File: config.mk
export PLATFORM = sky130hd
export DESIGN_NAME = result_display_ctrl
export DESIGN_NICKNAME = d
export VERILOG_FILES = /design/src/rtl/result_display_ctrl.sv
export SDC_FILE = /design/constraint.sdc
export NUM_CORES = 1
export LEC_CHECK = 0
export ABC_AREA = 1
export BUFFER_PORTS_ARGS = -buffer_cell sky130_fd_sc_hd__clkbuf_2
export CELL_PAD_IN_SITES_DETAIL_PLACEMENT = 0
export CELL_PAD_IN_SITES_GLOBAL_PLACEMENT = 2
export CORE_MARGIN = 5
export CORE_UTILIZATION = 30
export DETAILED_ROUTE_END_ITERATION = 12
export PLACE_DENSITY_LB_ADDON = 0.12
export SETUP_SLACK_MARGIN = 0.02
export SLEW_MARGIN = 20
export SYNTH_ARGS = -nofsm -noshare
export SYNTH_HDL_FRONTEND = slang
export SYNTH_SLANG_ARGS = --single-unit
File: constraint.sdc
create_clock -name clk -period 2.4 [get_ports clk]
set_input_delay 0 -clock clk [delete_from_list [all_inputs] [get_ports clk]]
set_output_delay 0 -clock clk [all_outputs]
set_load 0.01 [all_outputs]
File: src/rtl/result_display_ctrl.sv
// Writeback result monitor driving DIGITS time-multiplexed active-low 7-segment digits.
// Optional unsigned-decimal display (double-dabble converter) enabled by `define DISPLAY_DEC_EN.
module result_display_ctrl #(
  parameter int DATA_W      = 32,
  parameter int DIGITS      = 4,
  parameter int REFRESH_DIV = 50000
) (
  input  logic              clk,
  input  logic              rst,
  input  logic              result_valid,
  input  logic [4:0]        result_rd,
  input  logic [DATA_W-1:0] result_data,
  input  logic              watch_all,
  input  logic [4:0]        watch_rd,
  input  logic              freeze,
`ifdef DISPLAY_DEC_EN
  input  logic              dec_mode,
`endif
  output logic [6:0]        seg,
  output logic [DIGITS-1:0] an,
  output logic              dp,
  output logic [7:0]        capture_count
);

  localparam int CNT_W = (REFRESH_DIV > 2) ? $clog2(REFRESH_DIV) : 1;
  localparam int IDX_W = (DIGITS > 1) ? $clog2(DIGITS) : 1;
  localparam int PAD_W = (4 * DIGITS > DATA_W) ? 4 * DIGITS : DATA_W;

  function automatic logic [6:0] f_seg(input logic [3:0] v);
    logic [6:0] s;
    case (v)
      4'h0: s = 7'h40;  4'h1: s = 7'h79;  4'h2: s = 7'h24;  4'h3: s = 7'h30;
      4'h4: s = 7'h19;  4'h5: s = 7'h12;  4'h6: s = 7'h02;  4'h7: s = 7'h78;
      4'h8: s = 7'h00;  4'h9: s = 7'h10;  4'hA: s = 7'h08;  4'hB: s = 7'h03;
      4'hC: s = 7'h46;  4'hD: s = 7'h21;  4'hE: s = 7'h06;  default: s = 7'h0E;
    endcase
    return s;
  endfunction

  logic [DATA_W-1:0] r_held;
  logic [7:0]        r_count;
  logic [CNT_W-1:0]  r_refresh;
  logic [IDX_W-1:0]  r_idx;
  logic [6:0]        r_seg;
  logic [DIGITS-1:0] r_an;
  logic              r_dp;

  logic              w_capture;
  logic              w_tc;
  logic [PAD_W-1:0]  w_held_pad;
  logic [3:0]        w_hex_nib;
  logic              w_hex_blank;
  logic [6:0]        w_seg_next;
  logic              w_dp_next;

  assign w_capture  = result_valid && !freeze && (watch_all || (result_rd == watch_rd));
  assign w_tc       = (r_refresh == CNT_W'(REFRESH_DIV - 1));
  assign w_held_pad = PAD_W'(r_held);

  // Capture path
  always_ff @(posedge clk or posedge rst) begin
    if (rst) begin
      r_held  <= '0;
      r_count <= '0;
    end else if (w_capture) begin
      r_held  <= result_data;
      r_count <= r_count + 8'd1;
    end
  end

  // Refresh counter and scan index
  always_ff @(posedge clk or posedge rst) begin
    if (rst) begin
      r_refresh <= '0;
      r_idx     <= '0;
    end else begin
      r_refresh <= w_tc ? '0 : r_refresh + CNT_W'(1);
      if (w_tc)
        r_idx <= (r_idx == IDX_W'(DIGITS - 1)) ? '0 : r_idx + IDX_W'(1);
    end
  end

  // Digits beyond the data width read as blank
  always_comb begin
    w_hex_nib   = '0;
    w_hex_blank = 1'b1;
    for (int unsigned i = 0; i < DIGITS; i++) begin
      if (r_idx == IDX_W'(i)) begin
        w_hex_nib   = w_held_pad[4*i +: 4];
        w_hex_blank = (4 * i >= DATA_W);
      end
    end
  end

`ifdef DISPLAY_DEC_EN
  localparam int BCD_MIN = (DATA_W * 3) / 10 + 1;
  localparam int BCD_N   = (BCD_MIN > DIGITS) ? BCD_MIN : DIGITS;
  localparam int BIT_W   = $clog2(DATA_W);

  typedef enum logic [1:0] {S_IDLE, S_SHIFT, S_DONE} conv_state_t;

  conv_state_t        r_state;
  conv_state_t        w_state_next;
  logic               r_dec_prev;
  logic [DATA_W-1:0]  r_bin;
  logic [4*BCD_N-1:0] r_work;
  logic [4*BCD_N-1:0] r_bcd;
  logic [BIT_W-1:0]   r_bit;
  logic [4*BCD_N-1:0] w_adj;
  logic               w_start;
  logic [DATA_W-1:0]  w_start_val;
  logic               w_last;
  logic [3:0]         w_bcd_nib;
  logic               w_ovf;

  // A fresh capture takes priority over the dec_mode edge and always restarts
  assign w_start     = w_capture || (dec_mode && !r_dec_prev);
  assign w_start_val = w_capture ? result_data : r_held;
  assign w_last      = (r_bit == BIT_W'(DATA_W - 1));

  always_ff @(posedge clk or posedge rst) begin
    if (rst) r_state <= S_IDLE;
    else     r_state <= w_state_next;
  end

  always_comb begin
    w_state_next = r_state;
    case (r_state)
      S_IDLE:  if (w_start) w_state_next = S_SHIFT;
      S_SHIFT: if (w_start) w_state_next = S_SHIFT;
               else if (w_last) w_state_next = S_DONE;
      S_DONE:  w_state_next = w_start ? S_SHIFT : S_IDLE;
      default: w_state_next = S_IDLE;
    endcase
  end

  always_comb begin
    w_adj = r_work;
    for (int unsigned k = 0; k < BCD_N; k++) begin
      if (r_work[4*k +: 4] >= 4'd5)
        w_adj[4*k +: 4] = r_work[4*k +: 4] + 4'd3;
    end
  end

  always_ff @(posedge clk or posedge rst) begin
    if (rst) begin
      r_dec_prev <= 1'b0;
      r_bin      <= '0;
      r_work     <= '0;
      r_bcd      <= '0;
      r_bit      <= '0;
    end else begin
      r_dec_prev <= dec_mode;
      if (w_start) begin
        r_bin  <= w_start_val;
        r_work <= '0;
        r_bit  <= '0;
      end else if (r_state == S_SHIFT) begin
        r_work <= {w_adj[4*BCD_N-2:0], r_bin[DATA_W-1]};
        r_bin  <= {r_bin[DATA_W-2:0], 1'b0};
        if (!w_last) r_bit <= r_bit + BIT_W'(1);
      end
      if ((r_state == S_DONE) && !w_start)
        r_bcd <= r_work;
    end
  end

  always_comb begin
    w_bcd_nib = '0;
    for (int unsigned i = 0; i < DIGITS; i++) begin
      if (r_idx == IDX_W'(i)) w_bcd_nib = r_bcd[4*i +: 4];
    end
  end

  always_comb begin
    w_ovf = 1'b0;
    for (int unsigned i = DIGITS; i < BCD_N; i++) begin
      w_ovf = w_ovf | (|r_bcd[4*i +: 4]);
    end
  end

  always_comb begin
    w_seg_next = w_hex_blank ? 7'h7F : f_seg(w_hex_nib);
    w_dp_next  = 1'b1;
    if (dec_mode) begin
      w_seg_next = f_seg(w_bcd_nib);
      w_dp_next  = !((r_idx == IDX_W'(DIGITS - 1)) && w_ovf);
    end
  end
`else
  always_comb begin
    w_seg_next = w_hex_blank ? 7'h7F : f_seg(w_hex_nib);
    w_dp_next  = 1'b1;
  end
`endif

  // seg/an/dp all derive from the same r_idx, so they switch together
  always_ff @(posedge clk or posedge rst) begin
    if (rst) begin
      r_seg <= 7'h7F;
      r_an  <= '1;
      r_dp  <= 1'b1;
    end else begin
      r_seg <= w_seg_next;
      r_an  <= ~(DIGITS'(1) << r_idx);
      r_dp  <= w_dp_next;
    end
  end

  assign seg           = r_seg;
  assign an            = r_an;
  assign dp            = r_dp;
  assign capture_count = r_count;

endmodule

Word level (Yosys, flattened, before mapping)
Memories as Yosys holds them, arrays and structs flattened. A register that Yosys moved wholly into a read port is not among the register bits. Cells that the tools add are included.

Register bits: 46. Memory bits (read-only): 112. Bits of input ports: 47. Output and inout bits: 20. Word-level logic and storage cells: 27. Memories kept: 1.

Add/sub/neg operators: 3. Equality and inequality tests: 5. Shift-type cells: 1. Muxes and demuxes: 6. Bitwise operators: 1. Reduce and logical (&&, ||, !) cells: 5.

Memory list: (name not given) (words 16, width 7, rd ports 1, clocked after memory_dff 1, write ports 0, line 31) `case (v)`.

Operators by type and width (count): adder 16 x 1 -> 16 bit (second input constant) (1); == test 16 bit (second input constant) (1); two-way mux 16 bit (1); two-way mux 4 bit (4); adder 8 x 1 -> 8 bit (second input constant) (1); == test 5 bit (1); == test 2 bit (second input constant) (2); inverter 4 bit (1); left shift 1 x 2 -> 4 bit (first input constant) (1); adder 2 x 1 -> 2 bit (second input constant) (1); == test 2 x 1 -> 1 bit (second input constant) (1); logical AND 1 bit (2); logical NOT 2 bit (1); two-way mux 2 bit (1); logical NOT 1 bit (1); logical OR 1 bit (1).

Logic depth before layout (Yosys ltp)
Gate-level depths: netlist of run 1.

Word-level depth: 5. Gate-level depth with buffers: 14. Gate-level depth less buffers: 14.

Worst setup path after synthesis of run 1
OpenSTA, ideal clock, no wires.

Kind: reg-to-reg. From: reg r_idx[1]. To: reg r_seg[3] (netlist: seg[3]). Library setup time: 76 ps. Arrival time: 1657 ps. Data required time: 2324 ps. Setup slack: 667 ps. Stages on the path, launching flop included: 15. Buffers on the path: 0. Period minus slack after synthesis: 1733 ps. Cells stage by stage: dfrtp_1 inv_1 ha_1 inv_2 nand3_1 nand2_1 nand2_1 nand2_1 nand2_1 inv_1 ha_1 nand3_1 nand2_1 nand2_1 nand2_1.

Cells in the longest elaborated chain, start to end: 5. Elaborated cells between the ends (all ways): 8. Those cells by class: eq/ne (3); mux (4); reduce/logical (1).

Ends and longest elaborated chain: start, declared (line 43) `logic [IDX_W-1:0] r_idx;`; start signal, assigned (line 79) `r_idx <= (r_idx == IDX_W'(DIGITS - 1)) ? '0 : r_idx + IDX_W'(1);`; logical NOT 2 bit (line 88) `if (r_idx == IDX_W'(i)) begin`; two-way mux 4 bit (3 in a row) (line 88); two-way mux 4 bit * (line 88); end, declared (line 44) `logic [6:0] r_seg;`.

Mark *: on every way between the ends. The rest lies on a longest branch, timed or not. A chain may end at the register's enable or synchronous reset.

Final worst setup path of run 1
From: reg r_idx[1]. To: reg r_seg[6] (netlist: seg[6]).

Same word-level chain as after synthesis.

==> key figures, run 1 <==
GRT
  • Largest net degree at the start of global routing: 26
  • Antenna violations before repair: 0
  • First-pass GRT wire length: 11610 um
  • All-Layer GR Usage: 12.18%
  • Grt total ovfl: 0
  • Vias in the first global route: 2472

Yosys
  • Syn Area/Cell: 7.734 um2
  • Synth Instances: 381
  • Synth Flop Type: dfrtp_1
  • Ys Warns: 0
  • Yosys reg bits: 53
  • Post-synth top area share: 35.67%
  • Register area share after synthesis: 45.48%
  • Commonest cells post-synth: nand2_1 (130), nand3_1 (53), dfrtp_1 (42), inv_1 (40), nor2_1 (29)
  • Yosys top cell by area: dfrtp_1
  • Async S/R FF share, synth: 100.0%
  • Count leader, synth: nand2_1
  • Synth Cell Area: 2947 um2
  • Synth top area cells: dfrtp_1 (36%), nand2_1 (17%), dfstp_2 (9.8%)
  • Post-synth EDFFs: 0
  • Distinct cells, synth: 28
  • Net Count, Synth: 440

STA
  • Final Critical Period: 2.046 ns
  • Final setup TNS: 0 ns
  • Hold Vio Cnt, Final: 0
  • Setup violators final: 0
  • Final period util: 85.24%
  • RSZ-0062 raised after global routing: no
  • Fmax: 488.8 MHz
  • Worst Tran Pin Value: 0.5090 ns
  • Slew Limit Fails: 0
  • Normalized max-slew margin: 66.06%
  • Setup Skew: 0.01197 ns

Placement
  • Detailed Place HPWL: 5015 um
  • Routability cong.: 0.7404
  • Input/output buffers: 49
  • Inst Count DP: 558
  • Area after DPL: 3321 um2

Finish
  • Multi-input logic area: 1370 um2
  • Register area: 1340 um2
  • Layout fillers: 1043
  • ANT cells: 0
  • Final Instance Area: 3625 um2
  • Layout area overhead: 23.01%
  • Layout Cells excl Fill: 583
  • Util after Layout: 37.43%
  • Final net count: 508
  • Layout cell share with drive strength beyond 1: 19.56%

Worst setup path
  • Critical path destination: seg[6]
  • Critical Path RT: 2.64 ns
  • Worst R2R Path Depth: 14
  • Crit-path max cell delay: 0.42 ns
  • Critical Path Stages: 14
  • Crit path cell chain: inv_1 -> ha_1 -> inv_2 -> nand3_1 -> nand2_1 -> nand2_1 -> nand2_1 -> nand2_1 -> inv_1 -> ha_1 -> nand3_1 -> nand2_1 -> nand2_1 -> nand2_1
  • Startpoint types: flip-flop
  • Flop-to-flop setup slack: 0.35 ns
  • CP Class: reg -> reg
  • CP dominant cell by count: nand2_1
  • R2R Path End: seg[6]
  • Worst Path Max Fanout: 6
  • Worst path bufs/invs: 3
  • CP endpoint kind: flip-flop
  • CP max-delay cell: dfrtp_1
  • Worst Setup SP: r_idx[1]
  • Largest delay contributor family on the critical path: simple AND/OR/NAND/NOR gates
  • RR Startpoint: r_idx[1]
  • Worst EP arrival: 2.29 ns

Power
  • Total power: 2.293 mW
  • Worst vdd ir: 0.2303 mV
  • Leakage Power: 1.947 nW
  • Pwr dens: 632.5 nW/um2

Routing
  • DR DRC count: 0
  • TritonRoute pass-1 iters: 4
  • Met2 routed WL: 3015 um
  • Metal-1 WL: 3301 um
  • Via Count: 2469
  • Met3 wire len: 260 um
  • DR iter-0 viols: 89
  • Top Layer Used: met4
  • Via-to-Cell Ratio: 4.235
  • Routed wire length: 6644 um
  • Antenna Nets Post-Route: 0
  • Average wire per standard cell: 11.40 um

Die
  • Initial Util: 30.43%
  • DIE AREA: 11900 um2
  • Die height: 109.1 um
  • Core Area: 9684 um2
  • Rows: 36
  • # IOs: 67
  • Width of the die: 109.1 um

Worst hold path
  • Hold Path Class: in -> reg
  • Hold path start: watch_all

Outcome
  • Status: finished, final reports clean

Clock tree
  • CTS tree: yes
  • Root Buffer: clkbuf_8
  • Clock Sinks: 53
  • Htree depth: 2
  • Post-CTS Setup Repair Bufs: 0
  • Inserted Clock Buffers: 5
  • Max clock buf depth: 2
  • Skew-Pair Late Insertion Delay: 0.31 ns
  • Post-CTS sizing: 0
  • CTS clk-pin slew, worst paths: 0.09 ns

Job
  • Max-cap violations: 0
==> cell type report <==
cell class | instances | area share [%]
Multi-Input combinational cell | 274 | 37.80
Tap cell | 133 | 4.591
Sequential cell | 53 | 36.97
Timing Repair Buffer | 70 | 12.29
Clock inverter | 3 | 1.795
Clock buffer | 5 | 1.899
Inverter | 45 | 4.660
==> report_power, final <==
part	internal (mW)	total (mW)	switching, mW	leakage, nW
sequential	1.02	1.09	0.0729	0.659
clock	0.415	0.718	0.304	0.0681
combinational	0.195	0.480	0.285	1.22
total	1.63	2.29	0.661	1.95
==> stage by stage <==
stage,setup WS [ns],hold WS (ns)
2_1_floorplan,0.6669,0.1445
3_3_place_gp,0.3682,0.02385
3_5_place_dp,0.3459,0.01963
4_1_cts,0.3200,0.1300
5_1_grt,0.1121,0.1750
6_report,0.3542,0.1369
==> cells in the final DEF (no fill, tap or decap), types with 3 or more instances in the layout <==
cell type	instances
nor2_1	29
clkbuf_8	5
ha_1	12
buf_4	4
inv_1	39
nand2_2	5
clkbuf_2	49
a21oi_1	5
dfstp_2	11
nor3_1	4
nand4_1	4
nand3_1	53
xnor2_1	4
inv_2	6
xor2_1	12
nand2_1	130
o21ai_1	3
o21ai_0	3
dlygate4sd3_1	17
dfrtp_1	42
==> registers in the layout (all words and copies together) (netlist names) <==
name           cells
an                 4
capture_count      8
r_held            16
r_idx              2
r_refresh         16
seg                7
==> worst min-delay path by stage <==
stage                                to  cells past startpoint  slack, ns
after floorplan              r_held[13]                      2       0.14
after global placement    r_refresh[12]                      2       0.02
after detailed placement   r_refresh[9]                      2       0.02
after CTS                     r_held[2]                      5       0.13
after global routing          r_held[1]                      5       0.17
final                         r_held[2]                      5       0.14
==> cell families after synthesis <==
kind of cell,synth area share [%]
other cells,0.1273
fa+ha+maj,5.095
xor+xnor,4.756
buf+inv,8.025
compound gates,2.675
simple gates,33.84
flops,45.48
==> worst register-to-register path, cell delays in order, from the launching register on <==
cell and delay, ns:
dfrtp_1 0.42, inv_1 0.10, ha_1 0.28, inv_2 0.09, nand3_1 0.08, nand2_1 0.06, nand2_1 0.06, nand2_1 0.06
nand2_1 0.18, inv_1 0.11, ha_1 0.24, nand3_1 0.14, nand2_1 0.07, nand2_1 0.05, nand2_1 0.05
==> what timing repair did <==
item,CTS,global route
hold buffers,17,0
endpoints found under the hold margin,32,0
endpoints found under the setup margin,0,0
==> per-layer routing <==
layer	GRT usage (%)	up-vias
li1	-	1314
met1	17.02	1106
met2	19.25	44
met3	2.191	5
met4	3.517	0
met5	0	-
(Power assumes the default switching activity.)
==> inputs of run 2 (changes only) <==
--- a/config.mk
+++ b/config.mk
@@ -20 +20,2 @@
 export SYNTH_SLANG_ARGS = --single-unit
+export TNS_END_PERCENT = 30
==> constraint.sdc (replaced) <==
create_clock -name clk -period 1.9 [get_ports clk]
set_input_delay 0.095 -clock clk [delete_from_list [all_inputs] [get_ports clk]]
set_output_delay 0.095 -clock clk [all_outputs]
set_load 0.01 [all_outputs]
==> run 2 against run 1 <==
Net effect:
- core utilization is 0.30 points higher
- largest power group unchanged
- critical path depth shrank 4
- clock-buffer cell count up 1
- clock power grew 8.5%
- maximum frequency increased by 18%
- highest routed layer unchanged
- first-iteration DRC count is 15% lower
- critical endpoint is now seg[3]
- global-route usage grew 0.34 points
- final area grew 0.79%
- sequential share of layout area down 0.26 points
==> key figures, run 2 (synthesis results as in run 1) <==
STA
  • Setup violators final: 0 (unchanged)
  • Final WS setup: 0.1647 ns (-0.1895 ns)
  • Slew Limit Fails: 0 (unchanged)
  • Fmax: 576.3 MHz (+18%)
  • Hold Vio Cnt, Final: 0 (unchanged)
  • Setup Skew: 0.007905 ns (-0.004067 ns)
  • Final Critical Period: 1.735 ns (-0.3105 ns)
  • Final period util: 91.33% (+6.1 points)
  • RSZ-0062 raised after global routing: yes

GRT
  • All-Layer GR Usage: 12.52% (+0.34 points)
  • Grt total ovfl: 0 (unchanged)
  • Largest net degree at the start of global routing: 25 (-3.8%)
  • First-pass GRT wire length: 11850 um (+2.0%)
  • Vias in the first global route: 2532 (+2.4%)
  • Antenna violations before repair: 0 (unchanged)

Clock tree
  • Htree depth: 2 (unchanged)
  • Inserted Clock Buffers: 5 (unchanged)
  • Clock Sinks: 53 (unchanged)
  • Root Buffer: clkbuf_8
  • Max clock buf depth: 2 (unchanged)
  • Skew-Pair Late Insertion Delay: 0.30 ns (about the same)
  • CTS tree: yes
  • CTS clk-pin slew, worst paths: 0.10 ns (about the same)

Routing
  • TritonRoute pass-1 iters: 4 (unchanged)
  • Via-to-Cell Ratio: 4.301 (+1.6%)
  • Antenna Nets Post-Route: 0 (unchanged)
  • DR iter-0 viols: 76 (-15%)
  • Routed wire length: 6748 um (+1.6%)
  • Via Count: 2499 (+1.2%)
  • Average wire per standard cell: 11.61 um (+1.9%)
  • DR DRC count: 0 (unchanged)

Worst hold path
  • Hold Path Class: in -> reg

Power
  • Leakage Power: 1.935 nW (-0.58%)
  • Pwr dens: 766.0 nW/um2 (+21%)
  • Worst vdd ir: 0.3429 mV (+49%)

Worst setup path
  • Worst EP arrival: 1.98 ns (-0.31 ns)
  • CP endpoint kind: flip-flop
  • Crit path cell chain: ha_1 -> inv_2 -> or2_2 -> nand2_4 -> inv_4 -> ha_1 -> nand2_2 -> nand2_2 -> nand2_1 -> nand2_1
  • Critical Path RT: 2.14 ns (-0.50 ns)
  • Crit-path max cell delay: 0.45 ns (+0.03 ns)
  • CP Class: reg -> reg
  • Worst Path Max Fanout: 6 (unchanged)
  • Startpoint types: flip-flop
  • CP max-delay cell: dfrtp_2

Finish
  • Layout fillers: 1039 (-0.38%)
  • Final net count: 506 (-0.39%)
  • Most common cell after layout, fill and taps aside: nand2_1
  • Util after Layout: 37.73% (+0.30 points)
  • Layout area overhead: 23.99%
  • ANT cells: 0 (unchanged)
  • Layout cell share with drive strength beyond 1: 26.12% (+6.6 points)
  • Most frequent cells in the layout: nand2_1 (125), nand3_1 (52), clkbuf_2 (49)

Placement
  • Detailed Place HPWL: 5117 um (+2.0%)
  • Routability cong.: 0.7585 (+2.4%)
  • Pre-CTS setup slack: -0.05377 ns (-0.3997 ns)
  • Input/output buffers: 49 (unchanged)

Outcome
  • Status: finished, final reports clean

Die
  • # IOs: 67 (unchanged)
  • Core Area: 9684 um2 (unchanged)
  • Rows: 36 (unchanged)
  • Die height: 109.1 um (unchanged)
  • DIE AREA: 11900 um2 (unchanged)
  • Width of the die: 109.1 um (unchanged)
  • Initial Util: 30.43% (unchanged)

Job
  • Max-cap violations: 0 (unchanged)
run 2: cell count changes in the layout (fill, tap and decap cells not counted), sizes merged:
| cell | delta |
|---|---|
| dlygate4sd3 | -15 |
| buf | +13 |
| bufinv | -1 |
| clkbuf | +1 |
run 2: metrics by stage:
stage / cell area [um2] / setup TNS (ns) / cells / power [mW] / hold WS (ns)
floorplan: 2947 / 0 / 381 / 1.784 / 0.2395
detailed placement: 3396 / -0.1511 / 568 / 2.008 / 0.09303
finish: 3654 / 0 / 581 / 2.799 / 0.008222
CTS: 3537 / 0 / 578 / 2.816 / 0.002016
global route: 3654 / 0 / 581 / 3.006 / 0.008837
global placement: 3396 / -0.01036 / 568 / 1.998 / 0.1004
run 2: worst max-delay path: cells and delay by family, from the launching register on:
| family | cells | cell delay [ns] |
|---|---|---|
| adder cells (fa/ha/maj) | 2 | 0.44 |
| buffers and inverters | 2 | 0.12 |
| flip-flops | 1 | 0.45 |
| AND/OR/NAND/NOR | 6 | 0.66 |
run 2: final cells by class:
type	instances	area (um2)	area share, %
Multi-Input combinational cell	274	1468	40.17
Sequential cell	53	1341	36.71
Timing Repair Buffer	68	392.9	10.75
Inverter	45	173.9	4.760
Tap cell	133	166.4	4.555
Clock buffer	6	72.57	1.986
Clock inverter	2	38.79	1.062
run 2: routing by layer:
layer | part of all wire (%) | track usage (%) | routed length, um
met1 | 49 | 16.50 | 3275
met2 | 46 | 20.92 | 3107
met3 | 4.4 | 2.724 | 299
met4 | 0.96 | 2.976 | 65
met5 | 0 | 0 | 0
run 2: path summary, 6_finish.rpt:
check	slack, ns	depth (start not counted)	endpoint	from
max in group asynchronous	0.96	4	seg[0]	rst
min	0.008	3	r_held[14]	result_data[14]
max	0.16	10	seg[3]	r_idx[0]
min in group asynchronous	0.30	3	r_refresh[14]	rst
min reg2reg	0.46	1	r_refresh[0]	r_refresh[0]
max reg2reg	0.16	10	seg[3]	r_idx[0]
run 2: power by group:
part,switching [mW],internal [mW],total [mW]
clock network,0.382,0.396,0.779
logic,0.379,0.257,0.636
registers,0.0932,1.29,1.38
total,0.854,1.94,2.80
run 2: repair_timing:
| action | 4_1_cts | 5_1_grt |
|---|---|---|
| pin swaps | 0 | 4 |
| gates resized for setup | 5 | 21 |
| cloned | 0 | 0 |
| hold buffers | 2 | 0 |
| endpoints found under the setup margin | 4 | 7 |
| endpoints found under the hold margin | 14 | 0 |
| buffers inserted | 0 | 3 |
